===== src/rtl/sync_pkg.sv =====
// Shared types for the sync pattern detector: FSM state encoding and
// line-symbol classes derived from the {k, j} pair.
package sync_pkg;

  typedef enum logic [1:0] {
    IDLE      = 2'd0,
    EXP_J     = 2'd1,
    EXP_K     = 2'd2,
    EXP_LASTK = 2'd3
  } state_t;

  typedef enum logic [1:0] {
    SYM_SE0 = 2'b00,
    SYM_J   = 2'b01,
    SYM_K   = 2'b10,
    SYM_INV = 2'b11
  } sym_t;

  function automatic sym_t classify(input logic k, input logic j);
    return sym_t'({k, j});
  endfunction

endpackage


===== src/rtl/sat_counter.sv =====
// Saturating up-counter with synchronous clear; rst and clr both win over inc.
module sat_counter #(
  parameter int WIDTH = 8
) (
  input  logic             clk,
  input  logic             rst,
  input  logic             inc,
  input  logic             clr,
  output logic [WIDTH-1:0] cnt
);

  logic [WIDTH-1:0] r_cnt;

  always_ff @(posedge clk) begin
    if (rst || clr) begin
      r_cnt <= '0;
    end else if (inc && (r_cnt != '1)) begin
      r_cnt <= r_cnt + WIDTH'(1);
    end
  end

  assign cnt = r_cnt;

endmodule


===== src/rtl/sync_pattern_det.sv =====
// Detects K, SYNC_PAIRS x (J,K), K on a qualified K/J line with a gap timeout.
// Define SYNC_ERR_CNT_EN to add the saturating abort counter on err_cnt.
module sync_pattern_det
  import sync_pkg::*;
#(
  parameter int SYNC_PAIRS  = 3,
  parameter int GAP_TIMEOUT = 16,
  parameter int CNT_W       = 8
) (
  input  logic             clk,
  input  logic             rst,
  input  logic             k,
  input  logic             j,
  input  logic             rx_en,
  input  logic             clr_cnt,
  output logic             synced,
  output logic             sync_err,
  output logic             locked,
  output state_t           dbg_state
`ifdef SYNC_ERR_CNT_EN
  ,
  output logic [CNT_W-1:0] err_cnt
`endif
);

  localparam logic [3:0] PAIRS    = 4'(SYNC_PAIRS);
  localparam logic [7:0] GAP_LAST = 8'(GAP_TIMEOUT - 1);

  state_t     r_state;
  logic [3:0] r_pair;
  logic [7:0] r_gap;
  logic       r_synced;
  logic       r_sync_err;
  logic       r_locked;

  sym_t       w_sym;
  logic       w_abort;
  logic       w_match;

  // A symbol is only meaningful while rx_en is high; rx_en low mid-pattern
  // is a gap that holds state until GAP_TIMEOUT consecutive low cycles.
  always_comb begin
    w_sym   = classify(k, j);
    w_abort = 1'b0;
    w_match = 1'b0;
    if (r_state != IDLE) begin
      if (!rx_en) begin
        w_abort = (r_gap == GAP_LAST);
      end else begin
        case (r_state)
          EXP_J:     w_abort = (w_sym != SYM_J);
          EXP_K:     w_abort = (w_sym != SYM_K);
          EXP_LASTK: begin
            w_abort = (w_sym != SYM_K);
            w_match = (w_sym == SYM_K);
          end
          default:   w_abort = 1'b0;
        endcase
      end
    end
  end

  always_ff @(posedge clk) begin
    if (rst) begin
      r_state    <= IDLE;
      r_pair     <= '0;
      r_gap      <= '0;
      r_synced   <= 1'b0;
      r_sync_err <= 1'b0;
      r_locked   <= 1'b0;
    end else begin
      r_synced   <= w_match;
      r_sync_err <= w_abort;
      if (w_match) begin
        r_locked <= 1'b1;
      end else if (w_abort) begin
        r_locked <= 1'b0;
      end

      // The offending symbol of an abort is consumed, never a new start.
      if (w_abort) begin
        r_state <= IDLE;
        r_pair  <= '0;
        r_gap   <= '0;
      end else if (r_state == IDLE) begin
        r_gap <= '0;
        if (rx_en && (w_sym == SYM_K)) begin
          r_state <= EXP_J;
          r_pair  <= '0;
        end
      end else if (!rx_en) begin
        r_gap <= r_gap + 8'd1;
      end else begin
        r_gap <= '0;
        case (r_state)
          EXP_J: begin
            r_pair  <= r_pair + 4'd1;
            r_state <= EXP_K;
          end
          EXP_K:   r_state <= (r_pair == PAIRS) ? EXP_LASTK : EXP_J;
          default: r_state <= IDLE;
        endcase
      end
    end
  end

  assign synced    = r_synced;
  assign sync_err  = r_sync_err;
  assign locked    = r_locked;
  assign dbg_state = r_state;

`ifdef SYNC_ERR_CNT_EN
  sat_counter #(
    .WIDTH(CNT_W)
  ) u_err_cnt (
    .clk (clk),
    .rst (rst),
    .inc (w_abort),
    .clr (clr_cnt),
    .cnt (err_cnt)
  );
`else
  wire [CNT_W-1:0] w_unused_cnt = {CNT_W{clr_cnt}};
`endif

endmodule


===== config.mk =====
export PLATFORM = sky130hd
export DESIGN_NAME = sync_pattern_det
export DESIGN_NICKNAME = d
export VERILOG_FILES = /design/src/rtl/sync_pkg.sv /design/src/rtl/sat_counter.sv /design/src/rtl/sync_pattern_det.sv
export SDC_FILE = /design/constraint.sdc
export NUM_CORES = 1
export LEC_CHECK = 0
export ABC_AREA = 1
export ABC_CLOCK_PERIOD_IN_PS = 1200
export BUFFER_PORTS_ARGS = -buffer_cell sky130_fd_sc_hd__buf_2
export CORE_AREA = 5 5 66 68
export CTS_BUF_LIST = sky130_fd_sc_hd__clkbuf_16
export DETAILED_ROUTE_END_ITERATION = 8
export DIE_AREA = 0 0 71 73
export GPL_ROUTABILITY_DRIVEN = 0
export HOLD_SLACK_MARGIN = 0.15
export PLACE_DENSITY = 0.5
export SYNTH_ARGS = -nofsm -noshare
export SYNTH_HDL_FRONTEND = slang
export SYNTH_SLANG_ARGS = --single-unit

===== constraint.sdc =====
create_clock -name clk -period 1.2 [get_ports clk]
set_clock_uncertainty 0.05 [all_clocks]
set_input_delay 0 -clock clk [delete_from_list [all_inputs] [get_ports clk]]
set_output_delay 0 -clock clk [all_outputs]
set_load 0.02 [all_outputs]

# Word level (Yosys, flattened, before mapping)

Cells that the tools add are included.

Input bits: 6
Register bits: 17
Word-level logic and storage cells: 45

$add $sub $neg: 2
Equal/unequal tests: 9
Mux-type cells: 17
Reductions and logical operators: 11

Operators with widths:

| operator              | count |
|---|---|
| $mux W4               | 4 |
| $add A8 B1 Y8 const B | 1 |
| $eq A8 B4 Y1 const B  | 1 |
| $mux W2               | 4 |
| $reduce_bool A2 Y1    | 4 |
| $mux W1               | 7 |
| $eq A2 B2 Y1 const B  | 3 |
| $add A4 B1 Y4 const B | 1 |
| $eq A4 B2 Y1 const B  | 1 |
| $ne A2 B1 Y1 const B  | 2 |
| $pmux W2 S2           | 1 |
| $reduce_or A2 Y1      | 2 |
| $reduce_or A4 Y1      | 1 |
| $reduce_and A3 Y1     | 1 |
| $eq A2 B1 Y1 const B  | 1 |
| $logic_not A2 Y1      | 1 |
| $ne A2 B2 Y1 const B  | 1 |
| $pmux W1 S2           | 1 |
| $reduce_and A2 Y1     | 1 |
| $logic_and A1 B1 Y1   | 1 |

# Depth between registers and ports, before layout

Gate-level depths: netlist of the first run.

Word-level depth: 7
Gate-level depth with buffers: 10
Depth with buffers taken out: 10

# Least setup slack after synthesis of the first run

Ideal clock, no wire load.

Path kind: register to register
Start point: reg r_state[0] (netlist: dbg_state[0])
End point: reg r_pair[1]
Stages on the path, launching flop included: 9
Library setup time: 117 ps
Arrival time: 1352 ps
Required time: 1033 ps
Slack: -319 ps
Period minus slack after synthesis: 1519 ps
Path buffers: 0
Cell sequence: dfxtp_1 -> inv_1 -> ha_1 -> inv_2 -> nand2_2 -> nand2_2 -> nand2_2 -> o21ai_0 -> nor2_1

Word-level cells in the longest chain between the ends: 6
Elaborated cells on any way between the ends: 15
Classes of those cells: 4 x eq/ne; 4 x mux; 7 x reduce/logical

Ends and longest elaborated chain:

| item                              | RTL line                | source |
|---|---|---|
| start, declared                   | sync_pattern_det.sv:29  | `state_t r_state;` |
| start signal, assigned            | sync_pattern_det.sv:100 | `EXP_K: r_state <= (r_pair == PAIRS) ? EXP_LASTK : EXP_J;` |
| $eq A2 B2 Y1                      | sync_pattern_det.sv:50  | `case (r_state)` |
| $reduce_or A2 Y1 (no source line) | -                       |  |
| $pmux W1 S2                       | sync_pattern_det.sv:50  |  |
| $mux W1                           | sync_pattern_det.sv:47  | `if (!rx_en) begin` |
| $mux W1                           | sync_pattern_det.sv:46  | `if (r_state != IDLE) begin` |
| $reduce_or A2 Y1 (no source line) | -                       |  |
| end signal, assigned              | sync_pattern_det.sv:97  | `r_pair <= r_pair + 4'd1;` |
| end, declared                     | sync_pattern_det.sv:30  | `logic [3:0] r_pair;` |

Several ways; a longest one is shown, not always the timed one.
A chain may end at the register's enable or synchronous reset.

# Worst setup path in the final report of the first run

Start point: reg r_state[1] (netlist: dbg_state[1])
End point: reg r_state[0] (netlist: dbg_state[0])

Word-level cells in the longest chain between the ends: 6
Elaborated cells on any way between the ends: 16
Classes of those cells: 4 x eq/ne; 6 x mux; 6 x reduce/logical

Ends and longest elaborated chain:

| item                              | RTL line |
|---|---|
| $eq A2 B2 Y1 (on tied branches)   | sync_pattern_det.sv:50, sync_pattern_det.sv:95 |
| $reduce_or A2 Y1 (no source line) | - |
| $pmux W1 S2                       | sync_pattern_det.sv:50 |
| $mux W1                           | sync_pattern_det.sv:47 |
| $mux W1                           | sync_pattern_det.sv:46 |
| $reduce_or A2 Y1 (no source line) | - |

Several ways; a longest one is shown, not always the timed one. The select of a mux whose other input is x is not followed.

==> impl_metrics.tcl, run 1 <==
set metrics [dict create \
    outcome "complete, but fails checks" \
    violations "negative setup slack" \
    r2r_cells 7 \
    synth_area_leader_cell "dfxtp_1" \
    cpMaxStageDelayCell "dfxtp_4" \
    num_vias 837 \
    fin_util 0.3620 \
    yosysTopAreaCellShare 0.3853 \
    ys.flop_type "dfxtp_1" \
    yosys_warnings 0 \
    clockBufferDepth 2 \
    ios 11 \
    slew_viol_final 0 \
    start_util 0.2325 \
    gr-usage-all-layers 0.08657 \
    synth_commonest_cells "nor2_1, nand2_1, dfxtp_1, inv_1, nand3_1" \
    hold_viol_final 0 \
    cap_violations 0 \
    peakVddDrop_uv 796.1 \
    period_needed_ps 1294 \
    grt_pass1_vias 840 \
    crit_type "register to register" \
    rsz0062_at_grt "yes" \
    synth_most_common_cell "nor2_1" \
    fmax_mhz 773.1 \
    nets 167 \
    die_w_um 71 \
    grt_antenna_before_repair 0 \
    drtAntennaViolNets 0 \
    min_path_type "input port to register" \
    power_density_nw_per_um2 1037 \
    slew_headroom 0.8174 \
    path_cells "inv_4, ha_4, inv_6, nand2_4, nand2_4, o22ai_1, nor2_4" \
    r2r_start "dbg_state[1]$_SDFFE_PP0P_" \
    cts.sinks 17 \
    drive_above_1_share 0.4481 \
    die_h_um 73 \
    total_leakage_power_nw 0.5685 \
    worst_path_most_repeated_cell "nand2_4" \
    r2r_slack_ps -90 \
    crit_buf_inv 2 \
    cts_made_buffers 3 \
    crit_family "flip-flops" \
    worstPathMaxFanout 5 \
    crit_path_end_kind "register" \
    synth.distinct_cells 23 \
    synth_area_sq_um 883.3 \
    fp.coreArea_sq_um 3799 \
    synth_edf_count 0 \
    num_rows 23 \
    whs_endpoint "r_gap[0]$_SDFF_PP0_" \
    routedWlPerCell_um 10.14 \
    insertedDiodeCount 0 \
    setup_violations 9 \
    syn_inst 123 \
    via_per_inst 4.103 \
    overflow 0 \
    start_kind "register" \
    clk_latency_ps 250 \
    postSynthAreaPerCell_sq_um 7.182 \
    hold_path_depth 5 \
    dr.pass1.iters 4 \
    ys_ff_latch 17 \
    synth.area.top_cells "dfxtp_1, nor2_1, nand2_1" \
    yosysSeqAreaShare 0.3853 \
    area_growth_pct 55.67 \
    fin_crit_sh 1.078 \
    syn-num-nets 135 \
    hold_start "rx_en" \
    power_mw 1.426 \
    reg2reg_to "dbg_state[0]$_SDFFE_PP0P_" \
    drc 0 \
    routed_wl_um 2068 \
    grt_max_degree 11 \
    cts.clk_slew.worst_paths_ps 50 \
    arrival_ps 1370 \
    htree_levels 1 \
    grt_first_pass_wirelength_um 3525 \
    clockRootBuffer "clkbuf_16" \
    worst_slew_pin_slew_ps 273.9 \
    drt_iter0_markers 42 \
    cts_tree "done" \
    port_buffers 9 \
    critical_path_required_ps 1280 \
    hpwl_um 1583 \
    die-area_sq_um 5183 \
    final.setup.worst_slack_ps -93.55 \
    slowest_delay_ps 370 \
    async_flop_share 0 \
]
## layout by cell type, fill, tap and decap left out, drive strengths merged, types with 2 or more instances in the layout
cell type and n:
dfxtp 17, nand2 25, a21oi 4, nand3 11
xnor2 2, clkbuf 3, inv 18, ha 6
nor2 26, dlygate4sd3 2, or2 2, buf 25
nor3 2, o21ai 4
## logic make-up after synthesis
| logic type | share of synthesized area |
|---|---|
| adder cells (fa/ha/maj) | 0.08498 |
| AO/OA/AOI/OAI | 0.06941 |
| flip-flops | 0.3853 |
| XOR/XNOR | 0.02975 |
| buffers and inverters | 0.07648 |
| AND/OR/NAND/NOR | 0.3541 |
## worst max path at each step
stage                         startpoint                   endpoint  slack, ps  cells after the start
2_1_floorplan  dbg_state[0]$_SDFFE_PP0P_     r_pair[0]$_SDFFE_PP0P_        -30                     10
3_3_place_gp   dbg_state[0]$_SDFFE_PP0P_  dbg_state[0]$_SDFFE_PP0P_        -90                      9
3_5_place_dp   dbg_state[0]$_SDFFE_PP0P_  dbg_state[0]$_SDFFE_PP0P_       -160                      9
4_1_cts        dbg_state[1]$_SDFFE_PP0P_  dbg_state[0]$_SDFFE_PP0P_        -90                      7
5_1_grt        dbg_state[0]$_SDFFE_PP0P_     r_pair[0]$_SDFFE_PP0P_       -170                     10
6_report       dbg_state[1]$_SDFFE_PP0P_  dbg_state[0]$_SDFFE_PP0P_        -90                      7
## sequential cells by signal, summed over array words and instances, names as in the netlist
| name | cells |
|---|---|
| sync_err | 1 |
| dbg_state | 2 |
| r_gap | 8 |
| locked | 1 |
| r_pair | 4 |
| synced | 1 |
## worst register-to-register path, delay by kind of cell, from the launching register on
kind	cells	cell delay, ps
buf+inv	2	120
fa+ha+maj	1	180
compound gates	1	230
simple gates	3	240
flops	1	370
## routing by layer
metal  track usage  wire length [um]
met4       0.01879                10
met2        0.1689              1170
met1       0.08486               816
met5             0                 0
met3       0.03581                70
## power by group
group,internal (mW),switching (mW)
Combinational,0.0800,0.101
Clock,0.446,0.221
Sequential,0.570,0.00878
## per-stage QoR
step	worst slack [ps]	hold WS [ps]	cell area (sq um)	cells	TNS, ps
after floorplan	-28.92	22.38	943.4	123	-150.6
after global placement	-93.70	177.0	1156	196	-430.1
after detailed placement	-161.9	182.2	1156	196	-828.0
after CTS	-93.83	178.4	1334	203	-636.0
after global routing	-165.6	200.5	1375	204	-1736
final	-93.55	179.3	1375	204	-568.7
## layout make-up
| class | instances | area, sq um |
|---|---|---|
| tap | 50 | 62.56 |
| inverter | 18 | 77.57 |
| fill | 417 | 2424 |
| clock inverter | 1 | 5.005 |
| timing repair buffer | 27 | 185.2 |
| multi-input combinational | 88 | 616.8 |
| sequential | 17 | 352.8 |
| clock buffer | 3 | 75.07 |
## what timing repair did
action / CTS / global route
endpoints found under the hold margin: 17 / 0
pin swaps: 7 / 9
hold buffers: 2 / 0
setup endpoints to repair: 11 / 17
gates resized for setup: 16 / 12
gates cloned: 0 / 0
setup buffers: 1 / 1
(Power assumes the default switching activity.)
==> run 2: changes to the inputs <==
Settings changed: ABC_CLOCK_PERIOD_IN_PS 1200 to 1600, CORE_AREA 5 5 66 68 to 5 5 45 47, CTS_CLUSTER_DIAMETER from default to 30, DIE_AREA 0 0 71 73 to 0 0 50 52, PLACE_DENSITY 0.5 to 0.87.
Clock period 1.2 ns to 1.6 ns, I/O delays scaled along.
==> run 2 against run 1 <==
Against the previous run: flip-flop and latch count unchanged; critical path type unchanged; clock-buffer cell count unchanged; sequential share of layout area increased by 6.3 points; final area decreased by 22%; critical endpoint is now dbg_state[1]$_SDFFE_PP0P_; register-to-register slack improved by 240 ps; highest routed layer unchanged; first-iteration DRC count decreased by 45%; worst hold slack got worse by 3.7 ps; the flow now finishes without violations; non-clock buffer count decreased by 14; combinational power decreased by 52%; via count decreased by 1.3%; sequential power decreased by 24%; global-route usage increased by 8.4 points.
==> impl_metrics.tcl, run 2 (synthesized netlist as in run 1, its figures left out) <==
set metrics [dict create \
    insertedDiodeCount 0 \
    slowest_delay_ps 360 \
    pwr-share-clk 0.491 \
    cpMaxStageDelayCell "dfxtp_2" \
    via_per_inst 5.261 \
    arrival_ps 1540 \
    start_kind "register" \
    startpoint "dbg_state[0]$_SDFFE_PP0P_" \
    fmax_mhz 689.6 \
    die_w_um 50 \
    fin_crit_sh 0.9064 \
    cts_made_buffers 3 \
    grt_antenna_before_repair 0 \
    drc 0 \
    worst_path_most_repeated_cell "nand2_1" \
    intPower_uw 802.2 \
    num_vias 826 \
    die-area_sq_um 2600 \
    whs_endpoint "synced$_SDFF_PP0_" \
    cap_violations 0 \
    p_seq_frac 0.424 \
    ios 11 \
    period_needed_ps 1450 \
    setup_violations 0 \
    outcome "finished, final reports clean" \
    die_h_um 52 \
    regMostFlops "r_gap" \
    hpwl_um 1407 \
    dr.pass1.iters 4 \
    slew_headroom 0.7784 \
    reg2reg_to "dbg_state[1]$_SDFFE_PP0P_" \
    slew_viol_final 0 \
    area_growth_pct 21.39 \
    placedCellCount 149 \
    drive_above_1_share 0.2071 \
    hold_start "j" \
    largest_reg_flops 8 \
    routedWlPerCell_um 12.92 \
    rsz0062_at_grt "no" \
    seqCellArea_sq_um 342.8 \
    routed_wl_um 2028 \
    drt_iter0_markers 23 \
    hold_viol_final 0 \
    worst_slew_pin_slew_ps 332.4 \
    fillers 132 \
    fp.coreArea_sq_um 1614 \
    critical_path_required_ps 1690 \
    power_switching_uw 230.1 \
    cts.sinks 17 \
    crit_path_end_kind "register" \
    grt_pass1_vias 815 \
    switching_share 0.2229 \
    worstPathMaxFanout 6 \
    multi_input_area_sq_um 478.0 \
    grt_first_pass_wirelength_um 3305 \
    port_buffers 9 \
    r2r_slack_ps 150 \
    final_cell_mix "nor2_1, nand2_1, inv_1" \
    gr-usage-all-layers 0.1711 \
    total_leakage_power_nw 0.4787 \
    cts.clk_slew.worst_paths_ps 50 \
    setup_tns_ps 0 \
    final.setup.worst_slack_ps 149.8 \
    final_common_cell "nor2_1" \
    num_rows 15 \
    clockRootBuffer "clkbuf_16" \
    htree_levels 1 \
    drtAntennaViolNets 0 \
    crit_type "register to register" \
    final_cell_count_no_fill 157 \
    nets 153 \
    grt_max_degree 12 \
    path_cells "inv_1, ha_1, inv_1, nand2_1, nand2_1, nand2_1, nand2_1, nand3_2, nand2_2, nor2_1" \
    overflow 0 \
    r2r_start "dbg_state[0]$_SDFFE_PP0P_" \
    crit_family "simple AND/OR/NAND/NOR gates" \
    peakVddDrop_uv 976.1 \
    cts_tree "done" \
    crit_buf_inv 2 \
    clk_latency_ps 250 \
    pre_cts_slack_ps 28.33 \
    hold_path_depth 6 \
    min_path_type "input port to register" \
    p_comb_frac 0.085 \
    power_density_nw_per_um2 962.7 \
    clockBufferDepth 2 \
    r2r_cells 10 \
    start_util 0.5473 \
]
## run 2: changes by cell type in the layout (fill, tap and decap cells not counted), moves of 4 or more
cell | before | now
buf_4 | 16 | 2
nor2_1 | 16 | 25
nand2_4 | 4 | 0
inv_1 | 13 | 17
nor2_2 | 9 | 1
## run 2: area by class of cell
cell class | instances | area share
inverter | 18 | 0.06301
clock inverter | 1 | 0.007001
multi-input combinational | 88 | 0.4457
timing repair buffer | 13 | 0.07468
clock buffer | 3 | 0.07001
tap | 17 | 0.01984
sequential | 17 | 0.3197
## run 2: how the worst max path moves through the flow
stage                                            to  slack [ps]  cells after the start
after floorplan              r_pair[1]$_SDFFE_PP0P_          80                      8
after global placement       r_pair[1]$_SDFFE_PP0P_         130                      8
after detailed placement     r_pair[1]$_SDFFE_PP0P_          30                      8
after CTS                    r_pair[1]$_SDFFE_PP0P_          20                      8
after global routing         r_pair[2]$_SDFFE_PP0P_          10                     10
final                     dbg_state[1]$_SDFFE_PP0P_         150                     10
## run 2: power groups by stage
stage	Combinational [mW]	Sequential, mW	Clock, mW
after global placement	0.0703	0.445	0
final	0.0876	0.438	0.507
after global routing	0.0980	0.439	0.539
after floorplan	0.0481	0.448	0
after detailed placement	0.0754	0.446	0
after CTS	0.0798	0.437	0.515
## run 2: through the flow
stage               cell area (sq um)    util  total power, mW  hold WS, ps
global route                     1072  0.6643            1.075        217.8
detailed placement              949.7  0.5884           0.5212        150.9
global placement                949.7  0.5884           0.5154        144.7
floorplan                       883.3       -           0.4964        22.38
finish                           1072  0.6643            1.032        175.6
CTS                              1052  0.6519            1.032        159.1
## run 2: what timing repair did
action / CTS / global route
setup endpoints to repair: 0 / 7
hold buffers: 2 / 0
hold endpoints to repair: 17 / 0
gates resized for setup: 0 / 3
buffers inserted: 0 / 2
## run 2: metal layers
metal,vias to the layer above,wire (um),track usage
met3,8,78,0.06017
met5,-,0,0
li1,424,-,-
met4,0,55,0.08297
met2,19,1186,0.3410
met1,375,708,0.1444
## run 2: worst reg2reg max path, stage by stage, from the launching register on
cell,delay (ps)
dfxtp_2,360
inv_1,80
ha_1,240
inv_1,70
nand2_1,50
nand2_1,60
nand2_1,50
nand2_1,70
nand3_2,100
nand2_2,150
nor2_1,60
